`src/rtl/uart_rx_intr_if.sv`:
```
// Bus bundle between the UART receiver and the CPU core: serial line in,
// received byte and interrupt request out, acknowledge back in.
interface uart_rx_intr_if;
  logic       rx;
  logic [7:0] rx_data;
  logic       irr;
  logic       ack;
  logic       frame_err;
  logic       overrun;

  // CPU/board side drives the line and the acknowledge
  modport master (
    output rx,
    output ack,
    input  rx_data,
    input  irr,
    input  frame_err,
    input  overrun
  );

  // Receiver side
  modport slave (
    input  rx,
    input  ack,
    output rx_data,
    output irr,
    output frame_err,
    output overrun
  );
endinterface

```
`src/rtl/uart_rx_intr.sv`:
```
// 8N1 UART receiver with a byte holding register and a level interrupt
// request that stays up until the CPU acknowledges it. The line is sampled
// at bit centres, found by counting half a bit from the start edge.
module uart_rx_intr #(
  parameter int CLKS_PER_BIT = 868,
  parameter int HALF_BIT     = CLKS_PER_BIT / 2
) (
  input logic           clk,
  input logic           reset,
  uart_rx_intr_if.slave bus
);

  localparam int CW = $clog2(CLKS_PER_BIT);

  typedef enum logic [2:0] {
    IDLE,
    START,
    DATA,
    STOP,
    WAIT_HIGH
  } state_t;

  state_t        state;
  logic [CW-1:0] count;
  logic [2:0]    bit_idx;
  logic [7:0]    shift;
  logic          rx_meta;
  logic          rx_s;
  logic [7:0]    rx_data;
  logic          irr;
  logic          frame_err;
  logic          overrun;

  assign bus.rx_data   = rx_data;
  assign bus.irr       = irr;
  assign bus.frame_err = frame_err;
  assign bus.overrun   = overrun;

  // Two-flop synchroniser; resets to the idle-high line level
  always_ff @(posedge clk) begin
    if (reset) begin
      rx_meta <= 1'b1;
      rx_s    <= 1'b1;
    end else begin
      rx_meta <= bus.rx;
      rx_s    <= rx_meta;
    end
  end

  // Receive FSM plus interrupt handshake; a good-byte completion beats a coincident ack
  always_ff @(posedge clk) begin
    if (reset) begin
      state     <= IDLE;
      count     <= '0;
      bit_idx   <= '0;
      shift     <= '0;
      rx_data   <= 8'h00;
      irr       <= 1'b0;
      frame_err <= 1'b0;
      overrun   <= 1'b0;
    end else begin
      frame_err <= 1'b0;
      overrun   <= 1'b0;
      if (bus.ack) begin
        irr <= 1'b0;
      end

      case (state)
        IDLE: begin
          count <= '0;
          if (!rx_s) begin
            state <= START;
          end
        end

        START: begin
          if (count == CW'(HALF_BIT - 1)) begin
            count   <= '0;
            bit_idx <= '0;
            state   <= rx_s ? IDLE : DATA;
          end else begin
            count <= count + CW'(1);
          end
        end

        DATA: begin
          if (count == CW'(CLKS_PER_BIT - 1)) begin
            count          <= '0;
            shift[bit_idx] <= rx_s;
            if (bit_idx == 3'd7) begin
              state <= STOP;
            end else begin
              bit_idx <= bit_idx + 3'd1;
            end
          end else begin
            count <= count + CW'(1);
          end
        end

        STOP: begin
          if (count == CW'(CLKS_PER_BIT - 1)) begin
            count <= '0;
            if (rx_s) begin
              rx_data <= shift;
              irr     <= 1'b1;
              overrun <= irr & ~bus.ack;
              state   <= IDLE;
            end else begin
              frame_err <= 1'b1;
              state     <= WAIT_HIGH;
            end
          end else begin
            count <= count + CW'(1);
          end
        end

        WAIT_HIGH: begin
          count <= '0;
          if (rx_s) begin
            state <= IDLE;
          end
        end

        default: begin
          state <= IDLE;
          count <= '0;
        end
      endcase
    end
  end

endmodule

```
`src/flat_wrapper.sv`:
```
// flat-port wrapper written by rule: the top's interface ports become plain ports
module uart_rx_intr_flat 
#(
  parameter int CLKS_PER_BIT = 868,
  parameter int HALF_BIT     = CLKS_PER_BIT / 2
)
  (clk, reset, bus_rx, bus_ack, bus_rx_data, bus_irr, bus_frame_err, bus_overrun);
  uart_rx_intr_if bus_i ();
  input logic clk;
  input logic reset;
  input wire logic [$bits(bus_i.rx)-1:0] bus_rx;
  input wire logic [$bits(bus_i.ack)-1:0] bus_ack;
  output wire logic [$bits(bus_i.rx_data)-1:0] bus_rx_data;
  output wire logic [$bits(bus_i.irr)-1:0] bus_irr;
  output wire logic [$bits(bus_i.frame_err)-1:0] bus_frame_err;
  output wire logic [$bits(bus_i.overrun)-1:0] bus_overrun;
  assign bus_i.rx = bus_rx;
  assign bus_i.ack = bus_ack;
  assign bus_rx_data = bus_i.rx_data;
  assign bus_irr = bus_i.irr;
  assign bus_frame_err = bus_i.frame_err;
  assign bus_overrun = bus_i.overrun;
  uart_rx_intr #(.CLKS_PER_BIT(CLKS_PER_BIT), .HALF_BIT(HALF_BIT)) u_core (.clk(clk), .reset(reset), .bus(bus_i));
endmodule
```
`config.mk`:
```
export PLATFORM = sky130hd
export DESIGN_NAME = uart_rx_intr_flat
export DESIGN_NICKNAME = d
export VERILOG_FILES = /design/src/rtl/uart_rx_intr_if.sv /design/src/rtl/uart_rx_intr.sv /design/src/flat_wrapper.sv
export SDC_FILE = /design/constraint.sdc
export NUM_CORES = 1
export LEC_CHECK = 0
export CORE_ASPECT_RATIO = 2
export CORE_MARGIN = 1
export CORE_UTILIZATION = 55
export CTS_CLUSTER_DIAMETER = 60
export DETAILED_ROUTE_END_ITERATION = 6
export PLACE_DENSITY = 0.81
export SETUP_SLACK_MARGIN = 0.2
export SLEW_MARGIN = 20
export SYNTH_ARGS = -nofsm -noshare
export SYNTH_HDL_FRONTEND = slang
export SYNTH_SLANG_ARGS = --single-unit
```
`constraint.sdc`:
```
create_clock -name clk -period 2.5 [get_ports clk]
set_input_delay 0.375 -clock clk [delete_from_list [all_inputs] [get_ports clk]]
set_output_delay 0.375 -clock clk [all_outputs]
set_load 0.01 [all_outputs]
```
### Word level (Yosys, flattened, before mapping)

Cells that the tools add are included.

| cells by class | value |
|---|---|
| add/subtract/negate cells | 2 |
| $lt $le $gt $ge | 2 |
| equality and inequality tests | 14 |
| mux-type cells | 24 |
| bitwise gates (word level) | 5 |
| reductions and logical operators | 10 |

Operators with widths:

| kind | number |
|---|---|
| $mux 3 | 10 |
| $mux 10 | 2 |
| $pmux 10 s2 | 1 |
| $pmux 3 s5 | 1 |
| $add 10x1->10 const B | 1 |
| $eq 10x10->1 const B | 1 |
| $eq 10x9->1 const B | 1 |
| $ne 2x1->1 const B | 5 |
| $bwmux 8 | 1 |
| $eq 3x2->1 const B | 2 |
| $eq 3x3->1 const B | 2 |
| $mux 1 | 6 |
| $pmux 3 s2 | 1 |
| $reduce_and 6->1 | 1 |
| $lt 3x4->1 const B | 1 |
| $ne 2x2->1 const B | 2 |
| $not 1->1 | 4 |
| $reduce_and 4->1 | 1 |
| $reduce_or 4->1 | 1 |
| $add 3x1->3 const B | 1 |
| $demux 1 s3 | 1 |
| $eq 3x1->1 const B | 1 |
| $ge 3x1->1 const B | 1 |
| $logic_not 3->1 | 1 |
| 8 further kinds | 8 |

| word-level totals | value |
|---|---|
| flip-flop bits (word level) | 37 |
| input port bits | 4 |
| word-level logic and storage cells | 67 |

### Depth between registers and ports, before layout

Gate-level depths: netlist of run 1.

| depth | value |
|---|---|
| depth in word-level cells | 5 |
| mapped depth | 6 |

### Worst setup path before layout of run 1

No wires, ideal clock.

| path | value |
|---|---|
| path kind | flip-flop to flip-flop |
| start | register u_core.bit_idx[0] |
| end | register u_core.bit_idx[0] |
| setup time | 121 ps |
| arrival time | 1769 ps |
| data required time | 2379 ps |
| path slack | 610 ps |
| stages on the path, launching flop included | 6 |
| clock period less this slack | 1890 ps |
| cell sequence | dfxtp_1 -> ha_1 -> ha_1 -> or4_4 -> a21oi_4 -> mux2_2 |

| between the ends | value |
|---|---|
| cells in the longest elaborated chain, start to end | 4 |

Ends and longest elaborated chain:

| item | line | RTL |
|---|---|---|
| start: declaration | uart_rx_intr.sv:25 | `logic [2:0] bit_idx;` |
| start signal: assignment | uart_rx_intr.sv:93 | `bit_idx <= bit_idx + 3'd1;` |
| $add 3x1->3 | uart_rx_intr.sv:93 |  |
| $mux 3 | uart_rx_intr.sv:90 | `if (bit_idx == 3'd7) begin` |
| $mux 3 | uart_rx_intr.sv:87 | `if (count == CW'(CLKS_PER_BIT - 1)) begin` |
| $pmux 3 s2 | uart_rx_intr.sv:68 | `case (state)` |

Parallel ways exist; a longest one is shown, timed or not. The select of a mux whose other input is x is not followed.
A chain may end at the register's enable or synchronous reset.

### Worst setup path after layout of run 1

Ends and elaborated chain as after synthesis.

==> results of run 1 <==
layout by cell type (no fill, tap or decap), drive strengths merged, types with 6 or more instances in the layout:
cell / n
a21oi: 13
clkbuf: 6
clkdlybuf4s50: 14
dfxtp: 37
mux2i: 10
nand2b: 24
nand3: 12
nor2: 15
o21ai: 9
xor2: 7
kinds of logic after synthesis:
family,Yosys count
and+or+nand+nor,95
buffers and inverters,13
adders and majority gates,4
muxes,11
AOI/OAI and AO/OA,28
DFF,37
xor gates and xnor gates,9
where the power goes:
group | leakage (nW) | switching [W] | internal, W
Clock | 0.0574 | 0.000212 | 0.000324
Sequential | 0.299 | 0.00000744 | 0.000593
Combinational | 0.304 | 0.0000224 | 0.0000216
worst max-delay path, cell delays in order (launching register included):
cell,delay (ns)
dfxtp_1,0.43
ha_1,0.26
ha_1,0.22
or4_4,0.55
a21oi_4,0.20
mux2_2,0.36
metal layers:
| layer | track usage (%) | up-vias |
|---|---|---|
| li1 | - | 714 |
| met1 | 19.4 | 636 |
| met2 | 44.8 | 40 |
| met3 | 4.78 | 13 |
| met4 | 12.5 | 0 |
| met5 | 0 | - |
per-stage QoR:
step | std cells | hold WS, ns | setup slack, ns | util, %
floorplan | 197 | 0.389 | 0.610 | -
global placement | 233 | 0.399 | 0.475 | 62.1
detailed placement | 233 | 0.402 | 0.410 | 62.1
CTS | 241 | 0.415 | 0.386 | 66.0
global route | 241 | 0.430 | 0.309 | 66.0
finish | 241 | 0.415 | 0.380 | 66.0
final timing paths:
check	startpoint	endpoint	slack (ns)	depth (start not counted)
max	u_core.bit_idx[0]	u_core.bit_idx[0]	0.38	5
min	u_core.rx_meta	u_core.rx_s	0.41	1
max reg2reg	u_core.bit_idx[0]	u_core.bit_idx[0]	0.38	5
min reg2reg	u_core.rx_meta	u_core.rx_s	0.41	1
final cells by class:
class	count	share of cell area (%)
clock inverter	2	1.82
multi-input combinational	147	48.4
tap	31	1.88
clock buffer	6	4.01
inverter	2	0.365
timing repair buffer	16	7.53
sequential	37	36.0
state kept, by name, indices dropped and copies added (netlist names):
name                  count
u_core.count             10
u_core.bus.rx_data        8
u_core.shift              8
u_core.bit_idx            3
u_core.state              3
u_core.bus.frame_err      1
u_core.bus.irr            1
u_core.bus.overrun        1
u_core.rx_meta            1
u_core.rx_s               1
==> summary.txt, run 1 <==
Status
  • Status: complete, no violations

CTS
  • Maximum root-to-sink buffer count: 2
  • Inserted Clock Buffers: 5
  • # Post-CTS Setup Buffers: 0
  • Hold-fix buffers, CTS: 0
  • Clock-pin slew on the worst setup and hold paths: 0.08 ns
  • Sink Count: 37
  • CTS tree: yes
  • Worst-skew pair later-pin latency: 0.29 ns
  • H-tree Lvls: 2
  • Post-cts resize count: 0
  • Root Buffer: clkbuf_8

Logic synthesis
  • Mapped Nets: 205
  • Largest family of logic cells by synthesized area: simple AND/OR/NAND/NOR gates
  • Async S/R FF share, synth: 0%
  • Number of flops mapped to enable cells by yosys: 0
  • Synth Warn #: 0
  • XOR/XNOR Fraction of Synth Area: roughly 4.4%
  • Multiplexer area fraction after synthesis: 6.22%
  • Post-Synth Simple-Gate Area: 32.5%
  • Most common cell in the synthesized netlist: dfxtp_1
  • Compound-Gate Fraction of Synth Area: 9.78%
  • Main flop type after synthesis: dfxtp_1
  • Top cell type's share of synthesized area: 41.3%
  • Register area share after synthesis: 41.3%
  • Post-Syn Area: ~1800 um2
  • Synth Area in Adders: 2.79%
  • Synth top cells by count: 37 x dfxtp_1, 24 x nand2b_1, 15 x nor2_1
  • Synth unique cells: 43
  • Seq cells post-synth: 37
  • Synth top area cells: dfxtp_1 41%, nand2b_1 8.4%, mux2i_1 5.6%
  • Leading area contributor after synthesis: dfxtp_1
  • Post-Syn Instances: 197
  • Avg Cell Area, Syn: 9.10 um2

Global route
  • First-pass GRT wire length: 5870 um
  • GRT Total Usage: 22.3%
  • Vias in the first global route: ~1.4k
  • Overflow left after global routing: 0
  • Largest net degree at the start of global routing: 15
  • Initial antenna violation count: 0

Placement
  • DP HPWL: 2780 um
  • IO buf count: 14
  • Dpl cell area: 1940 um2
  • Final Wtd Congestion: 0.897

Finish
  • Syn-to-layout area delta: 14.9%
  • Fill count: 255
  • Multi-input combinational cell area: around 1000 um2
  • Cell area after layout: 2060 um2
  • # diodes: 0
  • Share of post-route cells with drive strength above 1: 9.05%
  • Nets: 217
  • Sequential cell area: approximately 740 um2

Critical path
  • Arr. time, crit path: 2.30 ns
  • Crit path kind: flip-flop to flip-flop
  • Crit-path max FO: 13
  • CP endpoint kind: flip-flop
  • Data required time of the worst path: roughly 2.7 ns
  • CP startpoint kind: flip-flop

STA
  • Max Slew Vio Count: 0
  • Final setup fails: 0
  • Setup TNS: 0 ns
  • Final hold vios: 0
  • Period utilisation layout: 84.8%
  • Clock skew after layout: between 0.01 and 0.015 ns
  • Max-slew headroom: 66.1%
  • Fin crit period: roughly 2.1 ns
  • Worst Tran Pin Value: 0.508 ns
  • RSZ-0062 raised after global routing: no
  • Fmax: 472 MHz

Power
  • Pwr Density: 573 nW/um2
  • Leak: 0.660 nW
  • VDD IR max: 476 uV
  • PnR Total Power: 0.00118 W

Route
  • Via count: approximately 1.4k
  • DRC Markers: 0
  • Routed length on met2: approximately 2100 um
  • DR WL/cell: 15.1 um
  • WL met1: ~1300 um
  • Top Metal Used: met4
  • Initial DRC Count: 20
  • Vias/cell: approximately 5.8
  • Routed WL: between 3000 and 4000 um
  • Drt pass-1 iters: 4
  • Antenna Nets Post-Route: 0
  • Met3 WL: 114 um

Floorplanning
  • Core Rows: 29
  • Floorplan Core Area: 3120 um2
  • Die height: between 80 and 90 um
  • Ports: 15
  • DIE WIDTH: 42.4 um
  • Die Area: 3500 um2
  • Effective utilization at floorplan: 57.4%

Job
  • Max Cap Violations: 0

Worst hold path
  • Hold Crit Class: flip-flop to flip-flop
No activity file was read; power rests on OpenSTA's default activity.
==> run 2, diff against run 1 <==
- clock period: 2.5 -> 2.1 ns (I/O delays scaled with it)
==> run 2 against run 1 <==
Highest routed layer unchanged. Fmax is 13% higher. Combinational power is 42% higher. Cell count is 3.3% higher. First-iteration DRC count is 30% higher. Largest power group unchanged.
==> summary.txt, run 2 (same netlist as run 1, synthesis figures left out) <==
Power
  • Pwr Density: 654 nW/um2
  • VDD IR max: approximately 700 uV
  • PnR Total Power: 0.00140 W
  • Leak: 0.699 nW

Route
  • Via count: 1470
  • DR WL/cell: roughly 16 um
  • Antenna Nets Post-Route: 0
  • Drt pass-1 iters: 4
  • Initial DRC Count: 26
  • Routed WL: 3870 um
  • Vias/cell: 5.90
  • DRC Markers: 0

Worst hold path
  • Hold Crit Class: flip-flop to flip-flop

Finish
  • Most frequent cells in the layout: 36 x dfxtp_1, 24 x nand2b_1, 15 x nor2_1
  • Largest reg by FF count: u_core.count
  • Share of post-route cells with drive strength above 1: a little over an eighth
  • Biggest regs: u_core.count: 10 flops, u_core.bus.rx_data: 8 flops, u_core.shift: 8 flops
  • Max reg flops: 10
  • # diodes: 0
  • Nets: about 230
  • Syn-to-layout area delta: 19.4%
  • Sequential cell area: 742 um2
  • Multi-input combinational cell area: slightly above 1000 um2
  • Commonest non-fill, non-tap cell in the layout: dfxtp_1
  • Post-Layout Cell Count: 249
  • Fill count: 250
  • Post-Route Utilization: 68.6%

Floorplanning
  • DIE WIDTH: 42.4 um
  • Floorplan Core Area: 3120 um2
  • Die Area: roughly 3500 um2
  • Ports: 15
  • Effective utilization at floorplan: 57.4%
  • Die height: between 80 and 90 um
  • Core Rows: 29

CTS
  • Inserted Clock Buffers: 5
  • Maximum root-to-sink buffer count: 2
  • Worst-skew pair later-pin latency: 0.29 ns
  • Root Buffer: clkbuf_8
  • H-tree Lvls: 2
  • Sink Count: 37
  • Hold-fix buffers, CTS: 0
  • Clock-pin slew on the worst setup and hold paths: 0.07 ns
  • CTS tree: yes

Global route
  • GRT Total Usage: 23.7%
  • First-pass GRT wire length: 6270 um
  • Largest net degree at the start of global routing: 19
  • Initial antenna violation count: 0
  • Overflow left after global routing: 0
  • Vias in the first global route: about 1.4k

Placement
  • Final Wtd Congestion: 0.940
  • Inst Count DP: 239
  • DP HPWL: between 2000 and 3000 um
  • IO buf count: 14

STA
  • Final hold vios: 0
  • RSZ-0062 raised after global routing: yes
  • Fin crit period: approximately 1.9 ns
  • Max-slew headroom: 68.4%
  • Setup TNS: 0 ns
  • Fmax: 532 MHz
  • Clock skew after layout: 0.00902 ns
  • Max Slew Vio Count: 0
  • Period utilisation layout: between 80% and 90%
  • Worst Tran Pin Value: 0.473 ns
  • Final setup fails: 0

Critical path
  • CP startpoint kind: flip-flop
  • Data required time of the worst path: roughly 2.3 ns
  • CP endpoint kind: flip-flop
  • Crit path kind: flip-flop to flip-flop
  • Arr. time, crit path: 2.05 ns
  • Crit-path max FO: 2

Status
  • Status: complete, no violations

Job
  • Max Cap Violations: 0
[run 2: cell count changes in the layout (fill, tap and decap cells not counted), sizes merged]
cell      previous run  this run
buf                  2        10
clkbuf               6         7
clkinvlp             1         0
[run 2: metal layers]
layer  track usage, %  vias up  part of all wire (%)
met5                0        -                     0
met1             20.3      695                    35
met4             11.6        0                   3.2
li1                 -      732                     -
met3             4.57       13                   2.1
met2             49.4       30                    60
[run 2: through the flow]
step,instance area [um2],setup WS (ns),hold WS [ns]
2_1_floorplan,1790,0.210,0.389
3_3_place_gp,1980,0.194,0.399
5_1_grt,2140,0.188,0.442
6_report,2140,0.221,0.432
3_5_place_dp,1980,0.132,0.413
4_1_cts,2110,0.206,0.436
[run 2: final timing paths]
check | to | slack, ns | cells after the start | from
worst max-delay path | u_core.bit_idx[0] | 0.22 | 5 | u_core.bit_idx[0]
worst min-delay path | u_core.rx_s | 0.43 | 1 | u_core.rx_meta
worst min register to register | u_core.rx_s | 0.43 | 1 | u_core.rx_meta
worst max register to register | u_core.bit_idx[0] | 0.22 | 5 | u_core.bit_idx[0]
[run 2: area by class of cell]
type | count | share of cell area, %
clock buffers | 7 | 4.04
clock inverters | 1 | 1.40
inverters | 2 | 0.351
multi-input cells | 147 | 47.7
flip-flops and latches | 37 | 34.7
well taps | 31 | 1.81
repair buffers | 24 | 10.1
[run 2: report_power, final]
group          total (W)  switching, W  internal [W]
clock network   0.000624      0.000237      0.000387
logic          0.0000626     0.0000328     0.0000298
registers       0.000712    0.00000646      0.000706
total            0.00140      0.000277       0.00112
[run 2: worst max-delay path, cell delays in order, from the launching register on]
cell and delay (ns):
dfxtp_1 0.32, ha_1 0.21, ha_2 0.19, or4_4 0.54, a21oi_4 0.17, mux2_2 0.34
[run 2: repair_timing]
action,in CTS,in global routing
resized for setup,1,4
setup endpoints to repair,1,15
buffers inserted,1,1
endpoints found under the hold margin,0,0
pin swaps,1,2
cloned,0,0
